### src/rtl/mc_ctrl_pkg.sv
// Shared encodings for the multicycle MIPS control unit: FSM states, opcode/funct
// values, ALU operation codes and datapath mux selects.
package mc_ctrl_pkg;

  typedef enum logic [3:0] {
    S_FETCH    = 4'd0,
    S_DECODE   = 4'd1,
    S_MEM_ADDR = 4'd2,
    S_MEM_RD   = 4'd3,
    S_MEM_WB   = 4'd4,
    S_MEM_WR   = 4'd5,
    S_R_EXEC   = 4'd6,
    S_R_WB     = 4'd7,
    S_I_EXEC   = 4'd8,
    S_I_WB     = 4'd9,
    S_BRANCH   = 4'd10,
    S_JUMP     = 4'd11,
    S_JAL      = 4'd12,
    S_JR       = 4'd13,
    S_TRAP     = 4'd14
  } state_e;

  localparam logic [5:0] OP_RTYPE = 6'b000000;
  localparam logic [5:0] OP_J     = 6'b000010;
  localparam logic [5:0] OP_JAL   = 6'b000011;
  localparam logic [5:0] OP_BEQ   = 6'b000100;
  localparam logic [5:0] OP_BNE   = 6'b000101;
  localparam logic [5:0] OP_ADDI  = 6'b001000;
  localparam logic [5:0] OP_SLTI  = 6'b001010;
  localparam logic [5:0] OP_ANDI  = 6'b001100;
  localparam logic [5:0] OP_ORI   = 6'b001101;
  localparam logic [5:0] OP_LW    = 6'b100011;
  localparam logic [5:0] OP_SW    = 6'b101011;

  localparam logic [5:0] FN_JR    = 6'b001000;
  localparam logic [5:0] FN_ADD   = 6'b100000;
  localparam logic [5:0] FN_SUB   = 6'b100010;
  localparam logic [5:0] FN_AND   = 6'b100100;
  localparam logic [5:0] FN_OR    = 6'b100101;
  localparam logic [5:0] FN_SLT   = 6'b101010;

  localparam logic [2:0] ALU_AND  = 3'b000;
  localparam logic [2:0] ALU_OR   = 3'b001;
  localparam logic [2:0] ALU_ADD  = 3'b010;
  localparam logic [2:0] ALU_SUB  = 3'b110;
  localparam logic [2:0] ALU_SLT  = 3'b111;

  localparam logic [1:0] ASB_REG  = 2'b00;
  localparam logic [1:0] ASB_FOUR = 2'b01;
  localparam logic [1:0] ASB_IMM  = 2'b10;
  localparam logic [1:0] ASB_IMM2 = 2'b11;

  localparam logic [1:0] PCS_ALU  = 2'b00;
  localparam logic [1:0] PCS_OUT  = 2'b01;
  localparam logic [1:0] PCS_JMP  = 2'b10;
  localparam logic [1:0] PCS_REG  = 2'b11;

  // States whose exit edge completes an instruction.
  function automatic logic is_retire_state(input state_e s);
    case (s)
      S_MEM_WB, S_MEM_WR, S_R_WB, S_I_WB,
      S_BRANCH, S_JUMP, S_JAL, S_JR: return 1'b1;
      default:                       return 1'b0;
    endcase
  endfunction

endpackage

### src/rtl/mc_controller_alu_ctrl.sv
// R-type funct decode to ALU operation, flagging functs the datapath cannot execute.
module alu_ctrl
  import mc_ctrl_pkg::*;
(
  input  logic [5:0] funct_i,
  output logic [2:0] alu_op_o,
  output logic       illegal_o
);

  always_comb begin
    alu_op_o  = ALU_AND;
    illegal_o = 1'b0;
    case (funct_i)
      FN_ADD:  alu_op_o = ALU_ADD;
      FN_SUB:  alu_op_o = ALU_SUB;
      FN_AND:  alu_op_o = ALU_AND;
      FN_OR:   alu_op_o = ALU_OR;
      FN_SLT:  alu_op_o = ALU_SLT;
      default: illegal_o = 1'b1;
    endcase
  end

endmodule

### src/rtl/mc_controller.sv
// Multicycle MIPS control FSM with sticky illegal-instruction trap and a
// wrapping retired-instruction counter.
//
// state    | meaning
// FETCH    | read instruction, PC <= PC+4
// DECODE   | branch target into ALUOut, dispatch on opcode
// MEM_ADDR | effective address for lw/sw
// MEM_RD   | data read at ALUOut
// MEM_WB   | MDR -> rt
// MEM_WR   | B -> memory at ALUOut
// R_EXEC   | A op B per funct
// R_WB     | ALUOut -> rd
// I_EXEC   | A op imm
// I_WB     | ALUOut -> rt
// BRANCH   | compare A/B, conditional PC <= ALUOut
// JUMP     | PC <= jump address
// JAL      | PC <= jump address, r31 <= PC
// JR       | PC <= A
// TRAP     | illegal instruction, parked until reset
module mc_controller
  import mc_ctrl_pkg::*;
#(
  parameter int CNT_W = 16
) (
  input  logic             clk,
  input  logic             rst,
  input  logic [5:0]       opcode,
  input  logic [5:0]       opr,
  input  logic             zero,
  output logic             pc_load,
  output logic             iord,
  output logic             mem_read,
  output logic             mem_write,
  output logic             ir_write,
  output logic             reg_write,
  output logic             reg_dst,
  output logic             sel_reg,
  output logic             mem_to_reg,
  output logic             jal,
  output logic             alu_src_a,
  output logic [1:0]       alu_src_b,
  output logic [1:0]       pc_src,
  output logic [2:0]       aluopration,
  output logic             trap,
  output logic [CNT_W-1:0] retired
);

  state_e           state_q, state_d;
  logic [CNT_W-1:0] retired_q, retired_d;
  logic [2:0]       r_alu_op;
  logic             r_illegal;

  alu_ctrl u_alu_ctrl (
    .funct_i   (opr),
    .alu_op_o  (r_alu_op),
    .illegal_o (r_illegal)
  );

  always_ff @(posedge clk) begin
    if (rst) begin
      state_q   <= S_FETCH;
      retired_q <= '0;
    end else begin
      state_q   <= state_d;
      retired_q <= retired_d;
    end
  end

  always_comb begin
    state_d   = state_q;
    retired_d = is_retire_state(state_q) ? retired_q + CNT_W'(1) : retired_q;
    case (state_q)
      S_FETCH:    state_d = S_DECODE;
      S_DECODE: begin
        case (opcode)
          OP_RTYPE:                         state_d = (opr == FN_JR) ? S_JR : S_R_EXEC;
          OP_LW, OP_SW:                     state_d = S_MEM_ADDR;
          OP_BEQ, OP_BNE:                   state_d = S_BRANCH;
          OP_ADDI, OP_SLTI, OP_ANDI, OP_ORI: state_d = S_I_EXEC;
          OP_J:                             state_d = S_JUMP;
          OP_JAL:                           state_d = S_JAL;
          default:                          state_d = S_TRAP;
        endcase
      end
      S_MEM_ADDR: state_d = (opcode == OP_SW) ? S_MEM_WR : S_MEM_RD;
      S_MEM_RD:   state_d = S_MEM_WB;
      S_R_EXEC:   state_d = r_illegal ? S_TRAP : S_R_WB;
      S_I_EXEC:   state_d = S_I_WB;
      S_MEM_WB, S_MEM_WR, S_R_WB, S_I_WB,
      S_BRANCH, S_JUMP, S_JAL, S_JR: state_d = S_FETCH;
      S_TRAP:     state_d = S_TRAP;
      default:    state_d = S_TRAP;
    endcase
  end

  // Outputs are held at zero for the whole of any reset cycle so a reset
  // landing mid-instruction never lets a write strobe escape.
  always_comb begin
    pc_load     = 1'b0;
    iord        = 1'b0;
    mem_read    = 1'b0;
    mem_write   = 1'b0;
    ir_write    = 1'b0;
    reg_write   = 1'b0;
    reg_dst     = 1'b0;
    sel_reg     = 1'b0;
    mem_to_reg  = 1'b0;
    jal         = 1'b0;
    alu_src_a   = 1'b0;
    alu_src_b   = ASB_REG;
    pc_src      = PCS_ALU;
    aluopration = ALU_AND;
    trap        = 1'b0;
    if (!rst) begin
      case (state_q)
        S_FETCH: begin
          mem_read    = 1'b1;
          ir_write    = 1'b1;
          alu_src_b   = ASB_FOUR;
          aluopration = ALU_ADD;
          pc_src      = PCS_ALU;
          pc_load     = 1'b1;
        end
        S_DECODE: begin
          alu_src_b   = ASB_IMM2;
          aluopration = ALU_ADD;
        end
        S_MEM_ADDR: begin
          alu_src_a   = 1'b1;
          alu_src_b   = ASB_IMM;
          aluopration = ALU_ADD;
        end
        S_MEM_RD: begin
          iord     = 1'b1;
          mem_read = 1'b1;
        end
        S_MEM_WB: begin
          reg_write  = 1'b1;
          mem_to_reg = 1'b1;
        end
        S_MEM_WR: begin
          iord      = 1'b1;
          mem_write = 1'b1;
        end
        S_R_EXEC: begin
          alu_src_a   = 1'b1;
          alu_src_b   = ASB_REG;
          aluopration = r_alu_op;
        end
        S_R_WB: begin
          reg_write = 1'b1;
          reg_dst   = 1'b1;
        end
        S_I_EXEC: begin
          alu_src_a = 1'b1;
          alu_src_b = ASB_IMM;
          case (opcode)
            OP_SLTI: aluopration = ALU_SLT;
            OP_ANDI: aluopration = ALU_AND;
            OP_ORI:  aluopration = ALU_OR;
            default: aluopration = ALU_ADD;
          endcase
        end
        S_I_WB: reg_write = 1'b1;
        S_BRANCH: begin
          alu_src_a   = 1'b1;
          alu_src_b   = ASB_REG;
          aluopration = ALU_SUB;
          pc_src      = PCS_OUT;
          pc_load     = (opcode == OP_BNE) ? ~zero : zero;
        end
        S_JUMP: begin
          pc_src  = PCS_JMP;
          pc_load = 1'b1;
        end
        S_JAL: begin
          pc_src    = PCS_JMP;
          pc_load   = 1'b1;
          reg_write = 1'b1;
          sel_reg   = 1'b1;
          jal       = 1'b1;
        end
        S_JR: begin
          pc_src  = PCS_REG;
          pc_load = 1'b1;
        end
        S_TRAP:  trap = 1'b1;
        default: trap = 1'b1;
      endcase
    end
  end

  assign retired = retired_q;

endmodule

### config.mk
export PLATFORM = sky130hd
export DESIGN_NAME = mc_controller
export DESIGN_NICKNAME = d
export VERILOG_FILES = /design/src/rtl/mc_ctrl_pkg.sv /design/src/rtl/mc_controller_alu_ctrl.sv /design/src/rtl/mc_controller.sv
export SDC_FILE = /design/constraint.sdc
export NUM_CORES = 1
export LEC_CHECK = 0
export BUFFER_PORTS_ARGS = -buffer_cell sky130_fd_sc_hd__buf_2
export CORE_AREA = 2 2 56 58
export DETAILED_ROUTE_END_ITERATION = 16
export DIE_AREA = 0 0 58 60
export GPL_TIMING_DRIVEN = 1
export PLACE_DENSITY_LB_ADDON = 0.2
export SYNTH_ARGS = -nofsm -noshare
export SYNTH_HDL_FRONTEND = slang
export SYNTH_SLANG_ARGS = --single-unit
export TNS_END_PERCENT = 20
### constraint.sdc
create_clock -name clk -period 3.5 [get_ports clk]
set_input_delay 0.35 -clock clk [delete_from_list [all_inputs] [get_ports clk]]
set_output_delay 0.35 -clock clk [all_outputs]
set_load 0.005 [all_outputs]
==> summary.md, run 1 <==
| Metric | Value |
|---|---|
| Post-synthesis sequential area ratio | `0.2835` |
| Final period util | `0.7191` |
| # diodes | `0` |
| Port buffer count | `between 40 and 50` |
| Global-route usage over all layers | `0.1919` |
| Final setup vio count | `0` |
| Routed vias/inst | `5.696` |
| Worst-Margin Slew | `between 0.6 and 0.7 ns` |
| Full die area | `3480 sq um` |
| Site row count | `20` |
| Min-delay worst type | `input pin to flip-flop` |
| Filler instances | `between 200 and 300` |
| Clock Skews | `0.01001 ns` |
| Synthesis-to-finish area growth | `17.13%` |
| Number of global-route vias before repair | `1213` |
| Relative slew slack | `0.5574` |
| Vias | `approximately 1600` |
| Avg Synthesized Cell Area | `7.340 sq um` |
| FF+latch count, synth | `21` |
| I/O Pins | `50` |
| DRC | `0` |
| Clock latency on the worst-skew pair | `0.31 ns` |
| Post-route ant nets | `0` |
| Post-Layout Inst Area | `1737 sq um` |
| Lkg Pwr | `0.7293 nW` |
| H-tree Lvls | `1` |
| Critical Path AT | `2.17 ns` |
| Global-route wire length before repair | `~5.4 mm` |
| Worst-path maximum fanout | `21` |
| Crit path largest cell delay | `roughly 0.74 ns` |
| HPWL after detailed placement | `2.469 mm` |
| Worst VDD drop | `385.9 uV` |
| Minimum clock period | `2.517 ns` |
| Die height | `60 um` |
| First-pass DRT Iterations | `4` |
| Area of placed instances | `~1700 sq um` |
| Status | `finished clean` |
| 1st-iter DRT viols | `75` |
| Max Clock Freq | `0.3973 GHz` |
| CP delay by family, top | `simple AND/OR/NAND/NOR gates` |
| Final net count | `257` |
| Total Power | `slightly below 0.8 mW` |
| WS Path Type | `flip-flop to output port` |
| GP Congestion | `0.8233` |
| Mapped cell area | `between 1000 and 1500 sq um` |
| Syn_nets | `218` |
| Congestion Overflow GR | `0` |
| Most frequent cells in the layout | `buf_2, nor2_1, dfxtp_1` |
| Sink Count | `21` |
| Initial Util | `0.5108` |
| Fraction of layout cells with a size suffix above 1 | `0.2458` |
| Routed WL | `~3.3 mm` |
| Main synth FF type | `dfxtp_1` |
| CTS tree | `done` |
| Clock Tree Root | `clkbuf_4` |
| CP Data Required Time | `3.15 ns` |
| Core Area | `2903 sq um` |
| Final Hold Fails | `0` |
| Maximum buffer depth of the clock tree | `2` |
| Initial antenna violation count | `0` |
| Yosys warns | `0` |
| Die Wd | `58 um` |
| Mapped Cells | `202` |
| Synth cell types | `47` |
| Post-synth EDFFs | `0` |
| Setup Fix Bufs, Post-CTS | `0` |
| Setup TNS | `0 ns` |
| Final core utilization | `0.5983` |
| Async S/R FF share, synth | `0` |
| Crit. End Element | `output port` |
| Crit path cell chain | `nand2b_1 > or4b_1 > a21oi_1 > buf_2` |
| CTS Buf Count | `3` |
| Worst setup SP type | `flip-flop` |
| Pwr Density | `451.2 nW/um^2` |
| Largest net degree at the start of global routing | `36` |
| Hold-fix buffers, CTS | `0` |
| CTS-repair resized insts | `0` |
| Max Transition Viols Final | `0` |
| Buffers & Inverters on Critical Path | `1` |
| R2R setup slack | `1.46 ns` |
| RSZ-0062 raised after global routing | `false` |
| Most common cell after layout, fill and taps aside | `buf_2` |
| Wire per inst | `~12 um` |
| Slowest stage cell, crit path | `dfxtp_1` |
| Total of max-cap violations | `0` |
| Worst-path clk slew | `0.12 ns` |
[synth_stat cells, types with 4 or more instances]
library cell  instances  area, sq um
nand3_1               7        35.03
nand2b_1              7        43.79
nand4_1               5        31.28
xor2_1               11        96.34
nor2_1               42        157.7
dfxtp_1              21        420.4
o21ai_0               4        20.02
a21oi_1               9        45.04
nand2_1              15        56.30
nor3_1                6        30.03
clkbuf_1             12        45.04
xnor2_1               6        52.55
a31oi_1               7        43.79
[state kept, by name, indices dropped and copies added, names as in the netlist, named ones only]
signal and count:
retired 16, state_q 4
[layout make-up]
class                      instances  area (sq um)  share of cell area
timing repair buffer              49         245.2              0.1412
clock inverter                     1         7.507            0.004323
tap                               33         41.29             0.02378
clock buffer                       3         22.52             0.01297
multi-input combinational        164         992.2              0.5713
sequential                        21         420.4              0.2421
inverter                           2         7.507            0.004323
[cell families (layout without fill, tap and decap cells)]
logic type | Yosys count | in the layout | synth area share
AND/OR/NAND/NOR | 104 | 104 | 0.3519
adder cells (fa/ha/maj) | 1 | 1 | 0.008437
flip-flops | 21 | 21 | 0.2835
XOR/XNOR | 17 | 17 | 0.1004
multiplexers | 4 | 4 | 0.02869
buffers and inverters | 17 | 55 | 0.04726
AO/OA/AOI/OAI | 38 | 38 | 0.1798
[tightest hold or removal path, cell delays in order]
cell	delay [ns]
buf_2	0.11
nor3_1	0.06
nand2_1	0.10
o41ai_2	0.08
[per-stage QoR]
step	instances	setup slack [ns]	hold slack [ns]
global route	273	0.7753	0.4408
CTS	273	0.9875	0.4235
finish	273	0.9831	0.4321
detailed placement	269	1.358	0.5057
global placement	269	1.400	0.4867
floorplan	202	1.690	0.4870
[path summary, 6_finish.rpt]
path | cells past startpoint | to | startpoint
worst max-delay path | 4 | aluopration[0] | state_q[3]$_SDFF_PP0_
worst min-delay path | 4 | state_q[0]$_SDFF_PP0_ | opcode[4]
worst max register to register | 5 | flip-flop | state_q[2]$_SDFF_PP0_
worst min register to register | 2 | retired[15]$_SDFFE_PP0P_ | retired[15]$_SDFFE_PP0P_
[power breakdown]
group	internal (mW)	total (mW)	switching, mW
Sequential	0.265	0.349	0.0831
Clock	0.0436	0.118	0.0748
Combinational	0.154	0.317	0.162
[layer usage]
| metal | wire length, um | GRT usage | vias to the layer above |
|---|---|---|---|
| met5 | 0 | 0 | - |
| met4 | 13 | 0.02990 | 0 |
| met3 | 234 | 0.04113 | 3 |
| met2 | 1463 | 0.3052 | 47 |
| met1 | 1633 | 0.2717 | 708 |
| li1 | - | - | 797 |
(Power assumes the default switching activity.)
==> inputs of run 2 (changes only) <==
- ABC_AREA: unset -> 1
- CORE_AREA: 2 2 56 58 -> 2 2 59 61
- DIE_AREA: 0 0 58 60 -> 0 0 61 63
- clock period: 3.5 -> 2.64 ns (I/O delays scaled with it)
==> run 2 against run 1 <==
  * Sequential power is 16% higher
  * Clock power is 33% higher
  * Non-clock buffer count stayed put
  * Final cell count is 31% higher
  * Total power is 45% higher
  * Routed wire length is 5.7% higher
  * Critical path type unchanged
  * Largest cell class unchanged
  * Clock-buffer cell count stayed put
  * Combinational power is 81% higher
  * Sequential share of layout area is 2.0 points lower
  * Register-to-register slack worse by 0.50 ns
  * Synthesized cell count is 31% higher
==> summary.md, run 2 <==
| Metric | Value |
|---|---|
| DRC | `0 (unchanged)` |
| Worst-path clk slew | `0.12 ns (about the same)` |
| Maximum buffer depth of the clock tree | `2 (unchanged)` |
| Max FFs per register | `16 (unchanged)` |
| HPWL after detailed placement | `2.846 mm (+15%)` |
| Worst-path maximum fanout | `4 (-81%)` |
| CTS Buf Count | `3 (unchanged)` |
| Max Transition Viols Final | `0 (unchanged)` |
| Crit. End Element | `output port` |
| GP Congestion | `0.9262 (+12%)` |
| Int Power | `0.6217 mW (+34%)` |
| Clock Skews | `0.004450 ns (-0.005559 ns)` |
| Mapped cell area | `1595 sq um (+7.6%)` |
| FF+latch count, synth | `21 (unchanged)` |
| Post-synthesis sequential area ratio | `0.2635 (-0.02001)` |
| Routed WL | `3.535 mm (+5.7%)` |
| R2R cell count | `9 (+4)` |
| Site row count | `21 (+5.0%)` |
| Comb power frac | `0.505 (+0.101)` |
| RSZ-0062 raised after global routing | `false` |
| Routed vias/inst | `4.877 (-14%)` |
| R2R setup slack | `0.96 ns (-0.50 ns)` |
| Congestion Overflow GR | `0 (unchanged)` |
| Worst VDD drop | `320.6 uV (-17%)` |
| Synth cell types | `36 (-23%)` |
| Fraction of layout cells with a size suffix above 1 | `0.2564 (+0.01058)` |
| Crit path largest cell delay | `0.35 ns (-0.39 ns)` |
| Clock Tree Root | `clkbuf_4` |
| Post-synth EDFFs | `0 (unchanged)` |
| Switch share | `0.4541 (+0.04539)` |
| # diodes | `0 (unchanged)` |
| CP Data Required Time | `2.38 ns (-0.77 ns)` |
| Sink Count | `21 (unchanged)` |
| Multi-input logic area | `959.7 sq um (-3.3%)` |
| Global-route wire length before repair | `5.954 mm (+11%)` |
| Pwr Density | `601.2 nW/um^2 (+33%)` |
| Setup WS pre-CTS | `0.9603 ns (-0.3978 ns)` |
| Top post-synthesis cells by area | `dfxtp_1, nand2_1, nor2_1` |
| Initial Util | `0.4936 (-0.01716)` |
| Post-route ant nets | `0 (unchanged)` |
| Core Area | `3232 sq um (+11%)` |
| Synthesis-to-finish area growth | `18.75%` |
| Sequential Power Share | `0.357 (-0.088)` |
| Status | `finished clean` |
| CTS-repair resized insts | `0 (unchanged)` |
| Critical Path Most Common Cell | `inv_1` |
| Initial antenna violation count | `0 (unchanged)` |
| Vias | `1746 (+12%)` |
| Worst setup SP type | `flip-flop` |
| Worst-Margin Slew | `0.5301 ns (-0.1329 ns)` |
| Die height | `63 um (+5.0%)` |
| Reg area | `420.4 sq um (unchanged)` |
| Avg Synthesized Cell Area | `6.043 sq um (-18%)` |
| Filler instances | `341 (+23%)` |
| Global-route usage over all layers | `0.1944 (+0.002441)` |
| Clk pwr share | `0.138 (-0.013)` |
| Post-synth top area cell | `dfxtp_1` |
| I/O Pins | `50 (unchanged)` |
| Setup Fix Bufs, Post-CTS | `0 (unchanged)` |
| CP delay by family, top | `simple AND/OR/NAND/NOR gates` |
| Buffers & Inverters on Critical Path | `4 (+3)` |
| Final setup margin | `0.5979 ns (-0.3853 ns)` |
| Minimum clock period | `2.042 ns` |
| Worst hold path stage count | `2 (-2)` |
| Final core utilization | `0.5861 (-0.01214)` |
| Port buffer count | `49 (unchanged)` |
| Most frequent cells in the layout | `nand2_1, buf_2, nor2_1` |
| Final Hold Fails | `0 (unchanged)` |
| WP depth | `9 (+5)` |
| Syn_nets | `280 (+28%)` |
| CTS tree | `done` |
| Relative slew slack | `0.6462 (+0.08879)` |
| Setup TNS | `0 ns (unchanged)` |
| Number of global-route vias before repair | `1453 (+20%)` |
| Slowest stage cell, crit path | `dfxtp_1` |
| Post-Layout Inst Area | `1894 sq um (+9.1%)` |
| Count leader, synth | `nand2_1` |
| Main synth FF type | `dfxtp_1` |
| First-pass DRT Iterations | `4 (unchanged)` |
| H-tree Lvls | `1 (unchanged)` |
| Largest net degree at the start of global routing | `21 (-42%)` |
| Most common cell after layout, fill and taps aside | `nand2_1` |
| Total of max-cap violations | `0 (unchanged)` |
| Lkg Pwr | `1.032 nW (+41%)` |
| Critical Path AT | `1.78 ns (-0.39 ns)` |
| Hold-fix buffers, CTS | `0 (unchanged)` |
| Final setup vio count | `0 (unchanged)` |
| Crit path cell chain | `inv_1 > nand2_2 > nor2_4 > inv_2 > or2_1 > o221ai_1 > o211ai_1 > inv_1 > buf_2` |
| Yosys warns | `0 (unchanged)` |
| Async S/R FF share, synth | `0 (unchanged)` |
| WS Path Type | `flip-flop to output port` |
| Post-synth top area share | `0.2635 (-0.02001)` |
| Min-delay worst type | `input pin to flip-flop` |
| Final period util | `0.7735` |
| Synth cell count leaders | `nand2_1, nor2_1, inv_1` |
| 1st-iter DRT viols | `83 (+11%)` |
| Max Clock Freq | `approximately 0.49 GHz` |
| Sw power | `0.5171 mW (+61%)` |
| Full die area | `3843 sq um (+10%)` |
| Mapped Cells | `264 (+31%)` |
| Area of placed instances | `1867 sq um (+9.4%)` |
| Wire per inst | `9.874 um (-19%)` |
| Final net count | `329 (+28%)` |
| Clock latency on the worst-skew pair | `0.30 ns (about the same)` |
| Die Wd | `61 um (+5.2%)` |
## run 2: cell types whose count changed after synthesis, sizes merged, moves of 4 or more
cell | before | now
xor2 | 11 | 0
nand2b | 7 | 0
clkbuf | 12 | 1
a21oi | 9 | 19
xnor2 | 6 | 0
a31oi | 7 | 3
nor2 | 42 | 50
inv | 2 | 49
nand3 | 7 | 16
o21ai | 4 | 13
nor3 | 6 | 11
nand2 | 15 | 58
## run 2: final timing paths
check	start	endpoint
min reg2reg	retired[9]$_SDFFE_PP0P_	retired[10]$_SDFFE_PP0P_
max reg2reg	retired[0]$_SDFFE_PP0P_	retired[14]$_SDFFE_PP0P_
max	state_q[0]$_SDFF_PP0_	aluopration[0]
min	rst	retired[14]$_SDFFE_PP0P_
## run 2: final cells by class
type	count	area share
Clock inverter	1	0.002642
Multi-Input combinational cell	189	0.5066
Clock buffer	3	0.01189
Tap cell	46	0.03038
Sequential cell	21	0.2219
Timing Repair Buffer	49	0.1295
Inverter	49	0.09709
## run 2: cell families (layout without fill, tap and decap cells)
family          Yosys count  in the layout  synth area share
simple gates            142            142            0.4282
buf+inv                  54            102            0.1349
compound gates           46             46            0.1655
flops                    21             21            0.2635
fa+ha+maj                 1              1          0.007842
## run 2: worst register-to-register path, stage by stage (launching register included)
cell and delay (ns):
dfxtp_1 0.44, ha_1 0.18, nand2_1 0.07, inv_2 0.08, nand4_2 0.15, nor3_2 0.21
nand2_1 0.10, nor2_2 0.13, and3_1 0.18, nor3_2 0.04
## run 2: stage by stage
stage | power [mW] | hold slack [ns] | std cells
5_1_grt | 1.246 | 0.4000 | 358
6_report | 1.139 | 0.4007 | 358
2_1_floorplan | 0.8159 | 0.4752 | 264
4_1_cts | 1.141 | 0.4013 | 358
3_5_place_dp | 0.9835 | 0.5045 | 354
3_3_place_gp | 0.9847 | 0.5075 | 354
## run 2: layer usage
layer  share of wire  up-vias  GRT usage
met5               0        -          0
met4          0.0028        0    0.01630
met3           0.050        2    0.04555
met2            0.45       36     0.3159
met1            0.50      767     0.2693
li1                -      941          -
## run 2: power groups by stage
stage	Combinational (mW)	Sequential [mW]	Clock, mW
after CTS	0.572	0.406	0.162
final	0.575	0.406	0.157
after global placement	0.571	0.413	0
after detailed placement	0.571	0.413	0
after floorplan	0.412	0.404	0
after global routing	0.652	0.414	0.180
==> inputs of run 3 (changes only) <==
- CORE_AREA: 2 2 59 61 -> 2 2 62 64
- DIE_AREA: 0 0 61 63 -> 0 0 64 66
- clock period: 2.64 -> 1.8 ns (I/O delays scaled with it)
==> run 3 against run 2 <==
  * Clock power grew 43%
  * Highest routed layer unchanged
  * Sequential share of layout area shrank 0.46 points
  * Setup slack lost 0.58 ns
  * Critical path depth shrank 1
  * Total power grew 56%
  * Register-to-register slack lost 0.76 ns
  * Global-route usage shrank 1.8 points
  * Non-clock buffer count grew 8
  * Critical path type unchanged
  * Sequential power grew 48%
  * First-iteration DRC count grew 37%
==> summary.md, run 3 (same netlist as run 2, synthesis figures left out) <==
| Metric | Value |
|---|---|
| Port buffer count | `49 (unchanged)` |
| Final net count | `337 (+2.4%)` |
| HPWL after detailed placement | `2.831 mm (-0.52%)` |
| Die Wd | `64 um (+4.9%)` |
| Comb power frac | `0.536 (+0.031)` |
| Final Hold Fails | `0 (unchanged)` |
| Sw power | `0.7832 mW (+51%)` |
| Initial Util | `0.4493 (-0.04435)` |
| Setup WS pre-CTS | `0.1980 ns (-0.7623 ns)` |
| Critical Path AT | `1.60 ns (-0.18 ns)` |
| Most common cell after layout, fill and taps aside | `nand2_1` |
| Final core utilization | `0.5578 (-0.02835)` |
| Full die area | `4224 sq um (+9.9%)` |
| Reg area | `430.4 sq um (+2.4%)` |
| Worst-path maximum fanout | `5 (+1)` |
| Core Area | `3551 sq um (+9.9%)` |
| First-pass DRT Iterations | `4 (unchanged)` |
| Hold path startpoint | `rst` |
| DRC | `0 (unchanged)` |
| Routed vias/inst | `4.840 (-0.77%)` |
| Worst setup SP type | `flip-flop` |
| Crit path largest cell delay | `0.38 ns (+0.03 ns)` |
| Multi-input logic area | `973.4 sq um (+1.4%)` |
| Synthesis-to-finish area growth | `24.16%` |
| Clock Skews | `0.005869 ns (+0.001419 ns)` |
| Pwr Density | `898.3 nW/um^2 (+49%)` |
| Global-route wire length before repair | `6.051 mm (+1.6%)` |
| CP Data Required Time | `1.62 ns (-0.76 ns)` |
| Most frequent cells in the layout | `nand2_1, buf_2, nor2_1` |
| Filler instances | `371 (+8.8%)` |
| Congestion Overflow GR | `0 (unchanged)` |
| RSZ-0062 raised after global routing | `true` |
| Sequential Power Share | `0.338 (-0.019)` |
| Crit path cell chain | `inv_1 > nand2_1 > nor2_2 > o21ai_0 > o221ai_2 > o211ai_1 > inv_1 > buf_2` |
| Post-route ant nets | `0 (unchanged)` |
| CTS tree | `done` |
| Final setup margin | `0.02138 ns (-0.5765 ns)` |
| Vias | `1781 (+2.0%)` |
| Relative slew slack | `0.7522 (+0.1060)` |
| CTS Buf Count | `3 (unchanged)` |
| WS Path Type | `flip-flop to output port` |
| Clk pwr share | `0.127 (-0.011)` |
| Global-route usage over all layers | `0.1765 (-0.01789)` |
| Int Power | `0.9960 mW (+60%)` |
| Status | `finished clean` |
| Final period util | `0.9881` |
| Number of global-route vias before repair | `1477 (+1.7%)` |
| Worst-path clk slew | `0.12 ns (about the same)` |
| H-tree Lvls | `1 (unchanged)` |
| Switch share | `0.4402 (-0.01387)` |
| Worst VDD drop | `721.9 uV (+130%)` |
| Start point of the critical path | `state_q[1]$_SDFF_PP0_` |
| Clock Tree Root | `clkbuf_4` |
| Fraction of layout cells with a size suffix above 1 | `0.3031 (+0.04671)` |
| Minimum clock period | `about 1.8 ns` |
| Maximum buffer depth of the clock tree | `2 (unchanged)` |
| Min-delay worst type | `input pin to flip-flop` |
| Sink Count | `21 (unchanged)` |
| Final setup vio count | `0 (unchanged)` |
| Largest net degree at the start of global routing | `20 (-4.8%)` |
| # diodes | `0 (unchanged)` |
| Max Clock Freq | `~0.56 GHz` |
| Critical Path Most Common Cell | `inv_1` |
| Max Transition Viols Final | `0 (unchanged)` |
| Lkg Pwr | `1.072 nW (+3.9%)` |
| Max FFs per register | `16 (unchanged)` |
| Site row count | `22 (+4.8%)` |
| FF-to-FF Start | `retired[0]$_SDFFE_PP0P_` |
| Initial antenna violation count | `0 (unchanged)` |
| Total of max-cap violations | `0 (unchanged)` |
| Crit. End Element | `output port` |
| Worst-Margin Slew | `0.3717 ns (-0.1585 ns)` |
| Wire per inst | `9.764 um (-1.1%)` |
| GP Congestion | `0.9426 (+1.8%)` |
| 1st-iter DRT viols | `114 (+37%)` |
| Die height | `66 um (+4.8%)` |
| I/O Pins | `50 (unchanged)` |
| Routed WL | `3.593 mm (+1.6%)` |
| Clock latency on the worst-skew pair | `0.30 ns (about the same)` |
| Slowest stage cell, crit path | `dfxtp_4` |
==> run 3: cell types whose count changed in the layout (fill, tap and decap cells not counted), sizes merged <==
cell and change:
buf +8
==> run 3: per-layer routing <==
layer,GRT usage,share of wire
met5,0,0
met4,0.03533,0.0089
met3,0.04259,0.056
met2,0.3021,0.45
met1,0.2252,0.49
==> run 3: worst paths after layout <==
check / end / slack, ns / cells past startpoint
worst max-delay path: aluopration[0] / 0.02 / 8
worst max register to register: retired[14]$_SDFFE_PP0P_ / 0.20 / 9
worst min-delay path: retired[14]$_SDFFE_PP0P_ / 0.31 / 2
worst min register to register: retired[1]$_SDFFE_PP0P_ / 0.53 / 1
==> run 3: cell type report <==
| class | count | share of cell area |
|---|---|---|
| Sequential cell | 21 | 0.2173 |
| Tap cell | 48 | 0.03032 |
| Timing Repair Buffer | 57 | 0.1541 |
| Clock inverter | 1 | 0.002527 |
| Inverter | 49 | 0.09286 |
| Clock buffer | 3 | 0.01137 |
| Multi-Input combinational cell | 189 | 0.4915 |
==> run 3: repair_timing <==
action                     4_1_cts  5_1_grt
pin swaps                        4        2
resized for setup                6        5
buffers inserted                 6        1
hold buffers                     0        0
setup endpoints to repair        4        5
==> run 3: critical path: cells and delay by family (launching register included) <==
kind | cells | cell delay, ns
and+or+nand+nor | 2 | 0.36
buffers and inverters | 3 | 0.25
DFF | 1 | 0.38
AOI/OAI and AO/OA | 3 | 0.30
==> run 3: stage by stage <==
stage	cell area (sq um)	hold slack, ns	setup TNS (ns)	std cells	power, mW
2_1_floorplan	1595	0.4418	0	264	1.197
3_3_place_gp	1877	0.5051	0	357	1.446
3_5_place_dp	1877	0.5070	0	357	1.438
4_1_cts	1957	0.2920	-0.01428	367	1.741
5_1_grt	1981	0.3307	-0.1747	368	1.937
6_report	1981	0.3102	0	368	1.779
==> run 3: power groups by stage <==
stage | Clock [mW] | Sequential, mW | Combinational, mW
after floorplan | 0 | 0.593 | 0.604
after global placement | 0 | 0.605 | 0.841
after global routing | 0.256 | 0.608 | 1.07
after CTS | 0.235 | 0.598 | 0.908
after detailed placement | 0 | 0.606 | 0.833
final | 0.225 | 0.601 | 0.953
